[config.mk]
export PLATFORM = sky130hd
export DESIGN_NAME = puf_measure_ctrl
export DESIGN_NICKNAME = d
export VERILOG_FILES = /design/src/rtl/puf_pkg.sv /design/src/rtl/puf_edge_counter.sv /design/src/rtl/puf_measure_ctrl.sv
export SDC_FILE = /design/constraint.sdc
export NUM_CORES = 1
export LEC_CHECK = 0
export CAP_MARGIN = 15
export CORE_MARGIN = 4
export CORE_UTILIZATION = 45
export CTS_BUF_LIST = sky130_fd_sc_hd__clkbuf_4 sky130_fd_sc_hd__clkbuf_8 sky130_fd_sc_hd__clkbuf_16
export CTS_CLUSTER_SIZE = 30
export DETAILED_ROUTE_END_ITERATION = 10
export PLACE_DENSITY = 0.66
export SETUP_SLACK_MARGIN = 0.05
export SYNTH_ARGS = -nofsm -noshare
export SYNTH_HDL_FRONTEND = slang
export SYNTH_SLANG_ARGS = --single-unit
[constraint.sdc]
create_clock -name clk -period 6 [get_ports clk]
set_input_delay 0.6 -clock clk [delete_from_list [all_inputs] [get_ports clk]]
set_output_delay 0.6 -clock clk [all_outputs]
set_load 0.05 [all_outputs]
[src/rtl/puf_pkg.sv]
// Shared types and helpers for the ring-oscillator PUF measurement sequencer.
// Latency: n/a (types, constants and a pure function only).
// Backpressure: n/a.
package puf_pkg;

    localparam int SEL_W  = 5;
    localparam int CHAL_W = 10;

    typedef enum logic [2:0] {
        ST_IDLE    = 3'd0,
        ST_SETTLE  = 3'd1,
        ST_MEASURE = 3'd2,
        ST_COMPARE = 3'd3,
        ST_DONE    = 3'd4
    } state_t;

    typedef struct packed {
        logic [SEL_W-1:0] sel_b;
        logic [SEL_W-1:0] sel_a;
    } sel_pair_t;

    // Oscillator pair k: both bases advance by k with 5-bit wrap. A ring
    // compared against itself carries no entropy, so a collision moves B
    // on by one.
    function automatic sel_pair_t pair_sel(input logic [CHAL_W-1:0] chal,
                                           input logic [SEL_W-1:0]  k);
        sel_pair_t p;
        p.sel_a = chal[SEL_W-1:0] + k;
        p.sel_b = chal[CHAL_W-1:SEL_W] + k;
        if (p.sel_a == p.sel_b) begin
            p.sel_b = p.sel_b + 1'b1;
        end
        return p;
    endfunction

endpackage

[src/rtl/puf_edge_counter.sv]
// Synchronises one asynchronous oscillator output and counts its rising edges, saturating at all-ones.
// Latency: an edge on ro reaches the counter 3 clk cycles later (2 sync flops + 1 edge-detect flop).
// Backpressure: none; clr has priority over en, and counting stops while en is low.
module puf_edge_counter #(
    parameter int CNT_W = 16
) (
    input  logic             clk,
    input  logic             rst,
    input  logic             ro,
    input  logic             clr,
    input  logic             en,
    output logic [CNT_W-1:0] cnt
);

    logic             sync1_q, sync1_d;
    logic             sync2_q, sync2_d;
    logic             prev_q,  prev_d;
    logic [CNT_W-1:0] cnt_q,   cnt_d;
    logic             rise;

    // Synchroniser shift, edge detection and saturating count.
    always_comb begin
        sync1_d = ro;
        sync2_d = sync1_q;
        prev_d  = sync2_q;
        rise    = sync2_q & ~prev_q;
        cnt_d   = cnt_q;
        if (clr) begin
            cnt_d = '0;
        end else if (en && rise && (cnt_q != {CNT_W{1'b1}})) begin
            cnt_d = cnt_q + 1'b1;
        end
    end

    // State registers with synchronous reset.
    always_ff @(posedge clk) begin
        if (rst) begin
            sync1_q <= 1'b0;
            sync2_q <= 1'b0;
            prev_q  <= 1'b0;
            cnt_q   <= '0;
        end else begin
            sync1_q <= sync1_d;
            sync2_q <= sync2_d;
            prev_q  <= prev_d;
            cnt_q   <= cnt_d;
        end
    end

    assign cnt = cnt_q;

endmodule

[src/rtl/puf_measure_ctrl.sv]
// Sequences RESP_BITS ring-oscillator pair measurements from a challenge and builds the response word.
// Latency: done pulses 1 + RESP_BITS*(SETTLE_CYC+WIN_CYC+1) cycles after the start-accept cycle (inclusive).
// Backpressure: none; start is only accepted in IDLE and is silently dropped while busy or in the done cycle.
module puf_measure_ctrl
    import puf_pkg::*;
#(
    parameter int RESP_BITS  = 8,
    parameter int WIN_CYC    = 1024,
    parameter int SETTLE_CYC = 16,
    parameter int CNT_W      = 16
) (
    input  logic                 clk,
    input  logic                 rst,
    input  logic                 start,
    input  logic [CHAL_W-1:0]    challenge,
    input  logic                 ro_a,
    input  logic                 ro_b,
    output logic [SEL_W-1:0]     sel_a,
    output logic [SEL_W-1:0]     sel_b,
    output logic                 ro_en,
    output logic                 busy,
    output logic                 done,
    output logic [RESP_BITS-1:0] response,
    output logic                 tie_seen
);

    localparam int K_W     = (RESP_BITS > 1) ? $clog2(RESP_BITS) : 1;
    localparam int TMR_MAX = (WIN_CYC > SETTLE_CYC) ? WIN_CYC : SETTLE_CYC;
    localparam int TMR_W   = $clog2(TMR_MAX + 1);

    state_t               state_q, state_d;
    logic [K_W-1:0]       k_q, k_d;
    logic [TMR_W-1:0]     tmr_q, tmr_d;
    logic [CHAL_W-1:0]    chal_q, chal_d;
    logic [SEL_W-1:0]     sel_a_q, sel_a_d;
    logic [SEL_W-1:0]     sel_b_q, sel_b_d;
    logic                 ro_en_q, ro_en_d;
    logic                 busy_q, busy_d;
    logic                 done_q, done_d;
    logic [RESP_BITS-1:0] response_q, response_d;
    logic                 tie_q, tie_d;

    logic                 cnt_clr;
    logic                 cnt_en;
    logic [CNT_W-1:0]     cnt_a;
    logic [CNT_W-1:0]     cnt_b;
    logic                 resp_bit;
    sel_pair_t            first_pair;
    sel_pair_t            next_pair;

    puf_edge_counter #(.CNT_W(CNT_W)) u_cnt_a (
        .clk (clk),
        .rst (rst),
        .ro  (ro_a),
        .clr (cnt_clr),
        .en  (cnt_en),
        .cnt (cnt_a)
    );

    puf_edge_counter #(.CNT_W(CNT_W)) u_cnt_b (
        .clk (clk),
        .rst (rst),
        .ro  (ro_b),
        .clr (cnt_clr),
        .en  (cnt_en),
        .cnt (cnt_b)
    );

    // Next-state, timer, pair-index, select and response update logic.
    always_comb begin
        state_d    = state_q;
        k_d        = k_q;
        tmr_d      = tmr_q;
        chal_d     = chal_q;
        sel_a_d    = sel_a_q;
        sel_b_d    = sel_b_q;
        ro_en_d    = ro_en_q;
        busy_d     = busy_q;
        done_d     = 1'b0;
        response_d = response_q;
        tie_d      = tie_q;
        cnt_clr    = 1'b0;
        cnt_en     = 1'b0;
        resp_bit   = (cnt_a > cnt_b);
        first_pair = pair_sel(challenge, '0);
        next_pair  = pair_sel(chal_q, SEL_W'(k_q) + SEL_W'(1));

        case (state_q)
            ST_IDLE: begin
                if (start) begin
                    chal_d     = challenge;
                    k_d        = '0;
                    tmr_d      = '0;
                    response_d = '0;
                    tie_d      = 1'b0;
                    busy_d     = 1'b1;
                    ro_en_d    = 1'b1;
                    sel_a_d    = first_pair.sel_a;
                    sel_b_d    = first_pair.sel_b;
                    state_d    = ST_SETTLE;
                end
            end
            ST_SETTLE: begin
                // Counters stay cleared while the muxes and synchronisers settle.
                cnt_clr = 1'b1;
                if (tmr_q == TMR_W'(SETTLE_CYC - 1)) begin
                    tmr_d   = '0;
                    state_d = ST_MEASURE;
                end else begin
                    tmr_d = tmr_q + 1'b1;
                end
            end
            ST_MEASURE: begin
                cnt_en = 1'b1;
                if (tmr_q == TMR_W'(WIN_CYC - 1)) begin
                    tmr_d   = '0;
                    state_d = ST_COMPARE;
                end else begin
                    tmr_d = tmr_q + 1'b1;
                end
            end
            ST_COMPARE: begin
                for (int i = 0; i < RESP_BITS; i++) begin
                    if (k_q == K_W'(i)) begin
                        response_d[i] = resp_bit;
                    end
                end
                tie_d = tie_q | (cnt_a == cnt_b);
                if (k_q == K_W'(RESP_BITS - 1)) begin
                    busy_d  = 1'b0;
                    ro_en_d = 1'b0;
                    done_d  = 1'b1;
                    state_d = ST_DONE;
                end else begin
                    k_d     = k_q + 1'b1;
                    sel_a_d = next_pair.sel_a;
                    sel_b_d = next_pair.sel_b;
                    state_d = ST_SETTLE;
                end
            end
            ST_DONE: begin
                state_d = ST_IDLE;
            end
            default: begin
                state_d = ST_IDLE;
            end
        endcase
    end

    // Sequencer state registers with synchronous reset.
    always_ff @(posedge clk) begin
        if (rst) begin
            state_q    <= ST_IDLE;
            k_q        <= '0;
            tmr_q      <= '0;
            chal_q     <= '0;
            sel_a_q    <= '0;
            sel_b_q    <= '0;
            ro_en_q    <= 1'b0;
            busy_q     <= 1'b0;
            done_q     <= 1'b0;
            response_q <= '0;
            tie_q      <= 1'b0;
        end else begin
            state_q    <= state_d;
            k_q        <= k_d;
            tmr_q      <= tmr_d;
            chal_q     <= chal_d;
            sel_a_q    <= sel_a_d;
            sel_b_q    <= sel_b_d;
            ro_en_q    <= ro_en_d;
            busy_q     <= busy_d;
            done_q     <= done_d;
            response_q <= response_d;
            tie_q      <= tie_d;
        end
    end

    assign sel_a    = sel_a_q;
    assign sel_b    = sel_b_q;
    assign ro_en    = ro_en_q;
    assign busy     = busy_q;
    assign done     = done_q;
    assign response = response_q;
    assign tie_seen = tie_q;

endmodule

# --- Yosys cells after proc, flatten, opt, wreduce, memory -nomap -nowiden ---
# Cells that the tools add are included.
totals:
  input_bits: 15
  out_inout_bits: 22
  ff_bits: 86
  word_cells: 131
classes:
  n_reduce_logical: 23
  muxes: 38
  bitwise_logic: 6
  n_eq_ne: 29
  addsub: 9
  n_lt_le_gt_ge: 1
ops:
  columns: ["op", "n"]
  rows:
  - ["$mux 11", 3]
  - ["$pmux 11 s3", 1]
  - ["$add 16x1->16 const B", 2]
  - ["$ne 16x16->1 const B", 2]
  - ["$mux 5", 6]
  - ["$reduce_and 3->1", 10]
  - ["$ne 2x2->1 const B", 12]
  - ["$pmux 5 s2", 2]
  - ["$mux 3", 6]
  - ["$eq 16x16->1", 1]
  - ["$gt 16x16->1", 1]
  - ["$pmux 8 s2", 1]
  - ["$mux 1", 14]
  - ["$eq 3x2->1 const B", 4]
  - ["$eq 3x3->1 const B", 4]
  - ["$pmux 3 s4", 1]
  - ["$add 11x1->11 const B", 1]
  - ["$eq 11x10->1 const B", 1]
  - ["$eq 11x4->1 const B", 1]
  - ["$add 5x1->5 const B", 2]
  - ["$add 5x4->5", 2]
  - ["$eq 5x5->1", 2]
  - ["$mux 8", 1]
  - ["$eq 3x1->1 const B", 2]
  - ["other kinds (13)", 24]

# --- Depth between registers and ports, before layout ---
# Gate-level depths: netlist (run 1).
logic_depth:
  depth_word: 6
  depth_mapped: 11
  ltp_nobuf: 11

# --- Modules after synthesis ---
# Synthesis (run 1) repeated with hierarchy kept, for this count alone.
hier_totals:
  cells_unflattened: 585
  hier_area_um2: 4999.8
by_module_without_submodules:
  columns: ["module", "seq_area_each_um2", "area_per_inst_um2", "instances", "cells_per_inst"]
  rows:
  - ["puf_measure_ctrl", 960.9, 3108.0, 1, 367]
  - ["puf_edge_counter", 380.4, 945.9, 2, 109]

# --- Worst setup path before layout (run 1) ---
# OpenSTA, ideal clock, no wires.
synth_path:
  path_kind: "register to register"
  from: "register k_q[0]"
  to: "register sel_b_q[3], in the netlist sel_b[3]"
  arrival_ns: 2.598
  setup_ns: 0.101
  required_time_ns: 5.899
  path_buffers: 0
  period_less_slack_ns: 2.699
  path_stages_with_launch: 11
  slack_ns: 3.301
  path_cell_list: "dfxtp_1 -> inv_1 -> ha_1 -> fa_1 -> a21o_1 -> a21oi_1 -> xor2_1 -> xor2_1 -> nand4_1 -> mux2i_1 -> o41ai_1"
synth_between:
  elab_chain_cells: 6
  word_cells_on_any_way: 11
  cone_classes: "add/sub: 4; eq/ne: 3; mux: 3; reduce/logical: 1"
synth_rtl:
  columns: ["element", "line_no", "source"]
  rows:
  - ["start, declared", "puf_measure_ctrl.sv:32", "logic [K_W-1:0] k_q, k_d;"]
  - ["start signal, assigned", "puf_measure_ctrl.sv:166", "k_q <= k_d;"]
  - ["$add 3x1->4", "puf_measure_ctrl.sv:86", "next_pair = pair_sel(chal_q, SEL_W'(k_q) + SEL_W'(1));"]
  - ["$add 5x4->5 (on tied branches)", "puf_pkg.sv:29, puf_pkg.sv:28", null]
  - ["$add 5x1->5 or $eq 5x5->1 (tied branches)", "puf_pkg.sv:31, puf_pkg.sv:30", null]
  - ["$mux 5", "puf_pkg.sv:30", "if (p.sel_a == p.sel_b) begin"]
  - ["$mux 5", "puf_measure_ctrl.sv:129", "if (k_q == K_W'(RESP_BITS - 1)) begin"]
  - ["$pmux 5 s2", "puf_measure_ctrl.sv:88", "case (state_q)"]
  - ["end signal, assigned", "puf_measure_ctrl.sv:170", "sel_b_q <= sel_b_d;"]
  - ["end, declared", "puf_measure_ctrl.sv:36", "logic [SEL_W-1:0] sel_b_q, sel_b_d;"]
# Several ways; a longest one is shown, not always the timed one. The select of a mux whose other input is x is not followed.
# A chain may end at the register's enable or synchronous reset.

# --- Final worst setup path (run 1) ---
# Ends and elaborated chain as after synthesis.

==> flow_summary.ini, run 1 <==
[outcome]
status = finished, final reports clean

[timing]
maxSlewHeadroom_pct = 28.9
whs_ps = 445
rsz0062_at_grt = false
setup_viol = 0
tightest_slew_ps = 1060
timing.final.crit_share_pct = 50.1
slew_viol_final = 0
final.setup.tns_ps = 0
skew_ps = 8.39
period_needed_ps = 3010
max_freq_mhz = 333
hold_viol = 0

[floorplan]
die_x_um = 110
core-area_sq_um = 9910
io_pins = 37
placementRows = 36
dieArea_sq_um = 12100
initial_core_util_pct = 47.0
die_y_um = 110

[layout]
n_antenna_cell = 0
final_common_cell = dfxtp_1
areaGrowthSynthToFinish_pct = 13.4
final_util_pct = 53.4
drive_above_1_share_pct = 4.83
nNetsFinal = 627
final_cell_mix = 86 x dfxtp_1, 62 x nor2_1, 47 x nand2_1
finalNonFillerCells = 713
fillCellCount = 974

[route]
totalWireLength_um = 10100
vias = 3821
wl_per_cell_um = 14.2
postRouteAntennaNets = 0
first_iter_violations = 219
drt-pass1-iter-count = 4
drc = 0
viasPerCell = 5.36

[critical_path]
worstPathMaxFanout = 5
path_cells = inv_1 -> ha_1 -> fa_1 -> a21o_1 -> a21oi_1 -> xor2_1 -> xor2_1 -> nand4_1 -> mux2i_1 -> o41ai_1
critical_path_class = reg2reg
cp_common_cell = xor2_1
crit_path_start = k_q[0]
regToRegStartpoint = k_q[0]
critical-path-slowest-cell = fa_1
endpoint_kind = flip-flop
crit_required_ps = 6280
max_stage_delay_ps = 460
crit_arrival_ps = 3280
crit_path_start_kind = flip-flop
path_delay_family = adder cells
cp_num_buf_inv = 1

[place]
io_buffers = 36
place_inst = 697
hpwl_um = 7630
gp_congestion = 0.910

[logic_synthesis]
synth_xor_area_share_pct = 9.96
syn-num-nets = 600
synth_top_family_by_area = simple AND/OR/NAND/NOR gates
syn_avg_cell_area_sq_um = 8.51
synth-edff-count = 0
synth_top_cell_by_area = dfxtp_1
netlist_area_sq_um = 4660
yosys_register_bits = 86
synth_fa_ha_area_share_pct = 10.3
synth_compound_area_share_pct = 12.3
synth_warnings = 0
yosys.area_share.simple_pct = 24.4
async_reset_ff_share_pct = 0
synthMuxAreaShare_pct = 1.96
postSynthCellCount = 548
ys_top_cells_by_area = dfxtp_1 37%, ha_1 9.4%, xnor2_1 5.6%, nor2_1 5.0%, xor2_1 4.3%
yosysTopAreaCellShare_pct = 36.9
synthFlopType = dfxtp_1
ys_types = 54
ys_seq_area_share_pct = 36.9

[grt]
overflow = 0
grt_max_degree = 53
grt_first_pass_wirelength_um = 17400
grt_pass1_vias = 3705
antenna_found_initial = 0
track_usage_pct = 18.3

[clock_network]
clk_latency_ps = 370
clk_path_buf_depth = 2
cts_htree_levels = 3
cts_buffers = 9
cts.sinks = 86
cts_tree = done
hold_buffers = 0
cts_resized = 0
path_clk_slew_ps = 90
postCtsSetupBuffers = 0
clock-root-buffer = clkbuf_8

[job]
maxCapViolCount = 0

[worst_hold_path]
hold_class = reg2reg
min_from = u_cnt_a.sync1_q

[power_and_ir_drop]
finalPower_w = 0.00124
power_density_nw_per_um2 = 234
p_leak_nw = 2.01
vdd_drop_max_mv = 0.166
[kinds of logic (layout without fill, tap and decap cells)]
logic type	Yosys count	count (layout)
AOI/OAI and AO/OA	93	93
xor gates and xnor gates	53	53
adders and majority gates	37	37
buffers and inverters	48	80
DFF	86	86
muxes	9	9
and+or+nand+nor	222	222
[per-layer routing]
layer / part of all wire (%) / GRT usage, % / vias up
li1: - / - / 1956
met1: 45 / 22.4 / 1794
met2: 50 / 30.8 / 52
met3: 3.1 / 4.70 / 19
met4: 1.9 / 7.03 / 0
met5: 0 / 0 / -
[synth_stat cells (all sizes together), types with 6 or more instances]
library cell / n
a21o: 7
nand4: 17
and3: 6
nor2: 62
a21oi: 37
clkbuf: 17
nand2: 48
xor2: 23
a211oi: 8
dfxtp: 86
nor2b: 10
nor3: 14
xnor2: 30
o21ai: 14
inv: 27
ha: 35
nand3: 23
nand2b: 7
mux2i: 8
nand3b: 8
[worst reg2reg max path, delay by kind of cell (launching register included)]
family	cells	cell delay, ps
AO/OA/AOI/OAI	3	670
AND/OR/NAND/NOR	1	150
multiplexers	1	150
adder cells (fa/ha/maj)	2	870
buffers and inverters	1	140
XOR/XNOR	2	530
flip-flops	1	410
[area by class of cell]
type	instances	area (sq um)	share of cell area, %
sequential	86	1720	32.6
inverter	27	101	1.92
clock inverter	6	46.3	0.875
timing repair buffer	37	363	6.86
clock buffer	10	138	2.60
multi-input combinational	414	2750	52.0
tap	133	166	3.15
[state kept, by name (all words and copies together) (netlist names)]
| register | flops |
|---|---|
| u_cnt_b.sync1_q | 1 |
| u_cnt_a.sync1_q | 1 |
| tmr_q | 11 |
| u_cnt_b.prev_d | 1 |
| busy | 1 |
| u_cnt_b.cnt | 16 |
| response | 8 |
| k_q | 3 |
| state_q | 3 |
| u_cnt_a.cnt | 16 |
| done | 1 |
| chal_q | 10 |
| u_cnt_a.prev_q | 1 |
| sel_a | 5 |
| u_cnt_b.prev_q | 1 |
| u_cnt_a.prev_d | 1 |
| tie_seen | 1 |
| sel_b | 5 |
[stage by stage]
step           setup slack, ps  cell area, sq um
2_1_floorplan             3300              4660
3_3_place_gp              3130              5100
3_5_place_dp              3020              5100
4_1_cts                   2980              5290
5_1_grt                   2770              5290
6_report                  2990              5290
[worst paths after layout]
kind                            slack (ps)             end  cells after the start
worst max-delay path                  2990        sel_b[3]                     10
worst min register to register         440  u_cnt_a.prev_d                      1
worst max register to register        2990        sel_b[3]                     10
worst min-delay path                   440  u_cnt_a.prev_d                      1
[report_power, final]
| part | leakage [nW] | switching [W] | total (W) | internal, W |
|---|---|---|---|---|
| registers | 0.698 | 0.0000212 | 0.000614 | 0.000593 |
| logic | 1.22 | 0.000151 | 0.000238 | 0.0000864 |
| clock network | 0.0889 | 0.000220 | 0.000384 | 0.000164 |
| total | 2.01 | 0.000393 | 0.00124 | 0.000843 |
(Power assumes the default switching activity.)
==> inputs of run 2 (changes only) <==
Clock period 6 ns to 2.8 ns, I/O delays scaled along.
==> flow_summary.ini, run 2 (synthesis results as in run 1) <==
[outcome]
status = finished, final reports clean

[critical_path]
timing.rr.end = sel_b[3]
endpoint_kind = flip-flop
crit_arrival_ps = 2900
crit_path_start_kind = flip-flop
r2r_slack_ps = 150
critical_path_class = reg2reg
rr_worst_depth = 11
crit_required_ps = 3050
regToRegStartpoint = k_q[0]
worstPathMaxFanout = 4

[timing]
maxSlewHeadroom_pct = 57.8
max_freq_mhz = 377
fin_ws_ps = 151
rsz0062_at_grt = true
final.setup.tns_ps = 0
slew_viol_final = 0
period_needed_ps = 2650
tightest_slew_ps = 632
hold_viol = 0
skew_ps = 12.3
timing.final.crit_share_pct = 94.6
setup_viol = 0
whs_ps = 335

[power_and_ir_drop]
power_density_nw_per_um2 = 489
vdd_drop_max_mv = 0.290
p_leak_nw = 2.11

[floorplan]
die_y_um = 110
core-area_sq_um = 9910
initial_core_util_pct = 47.0
placementRows = 36
dieArea_sq_um = 12100
io_pins = 37
die_x_um = 110

[route]
drc = 0
first_iter_violations = 236
wl_per_cell_um = 14.5
highest_layer = met4
totalWireLength_um = 10600
wl_met3_um = 377
vias = 3925
wl_met1_um = 4770
viasPerCell = 5.38
wl_met2_um = 5200
drt-pass1-iter-count = 4
postRouteAntennaNets = 0

[place]
io_buffers = 36
gp_congestion = 0.923
place_ws_ps = -129
hpwl_um = 7870

[worst_hold_path]
hold_path_depth = 2
hold_end = tie_seen
hold_class = in2reg
min_from = rst

[clock_network]
hold_buffers = 0
clk_latency_ps = 360
clock-root-buffer = clkbuf_8
cts_buffers = 9
clk_path_buf_depth = 2
cts.sinks = 86
cts_tree = done
path_clk_slew_ps = 90
cts_htree_levels = 3

[layout]
final_common_cell = dfxtp_1
final_util_pct = 56.0
fillCellCount = 919
nNetsFinal = 644
n_antenna_cell = 0
areaGrowthSynthToFinish_pct = 19.0
drive_above_1_share_pct = 10.9
final_cell_mix = 84 x dfxtp_1, 62 x nor2_1, 47 x nand2_1

[grt]
antenna_found_initial = 0
overflow = 0
grt_pass1_vias = 3820
grt_first_pass_wirelength_um = 18000
track_usage_pct = 18.8
grt_max_degree = 33

[job]
maxCapViolCount = 0
## run 2: what timing repair did
| action | in CTS | in global routing |
|---|---|---|
| endpoints found under the setup margin | 5 | 5 |
| hold endpoints to repair | 0 | 0 |
| gates cloned | 0 | 0 |
| gates resized for setup | 6 | 17 |
| pin swaps | 5 | 8 |
| setup buffers | 1 | 2 |
## run 2: worst max path at each step
stage / start / end / slack, ps / cells past startpoint
3_5_place_dp: k_q[0] / sel_b[3] / -130 / 10
4_1_cts: k_q[1] / sel_b[4] / 70 / 9
3_3_place_gp: k_q[0] / sel_b[3] / 50 / 10
5_1_grt: k_q[0] / sel_b[3] / 4 / 11
2_1_floorplan: k_q[0] / sel_b[3] / 100 / 10
6_report: k_q[0] / sel_b[3] / 150 / 11
## run 2: worst max-delay path: stages (launching register included)
cell	delay (ps)
dfxtp_2	370
inv_2	60
buf_6	130
ha_4	160
fa_2	390
a21o_1	200
a21oi_2	180
xor2_2	240
xor2_2	200
nand4_1	150
mux2i_1	150
o41ai_1	300
## run 2: through the flow
| step | power (W) | area, sq um | std cells |
|---|---|---|---|
| finish | 0.00271 | 5550 | 730 |
| floorplan | 0.00171 | 4660 | 548 |
| CTS | 0.00273 | 5440 | 728 |
| global placement | 0.00187 | 5210 | 711 |
| detailed placement | 0.00188 | 5210 | 711 |
| global route | 0.00286 | 5550 | 730 |
## run 2: area by class of cell
type	count	area [sq um]	share of cell area, %
multi-input cells	414	2870	51.8
clock inverters	4	28.8	0.519
well taps	133	166	3.00
flip-flops and latches	86	1720	31.1
clock buffers	12	159	2.86
inverters	27	101	1.83
repair buffers	54	494	8.91
## run 2: where the power goes
| part | total [W] | switching [W] | internal [W] |
|---|---|---|---|
| registers | 0.00132 | 0.0000442 | 0.00127 |
| logic | 0.000564 | 0.000346 | 0.000218 |
| clock network | 0.000833 | 0.000450 | 0.000383 |
| total | 0.00271 | 0.000840 | 0.00187 |
## run 2: per-layer routing
layer / up-vias / track usage (%)
li1: 1992 / -
met1: 1857 / 23.7
met2: 59 / 31.5
met3: 17 / 3.64
met4: 0 / 7.12
met5: - / 0
==> inputs of run 3 (changes only) <==
Settings changed: CTS_CLUSTER_DIAMETER set to 100.
==> results of run 3 <==
No change in the layout: final DEF, timing and power equal those of run 2.
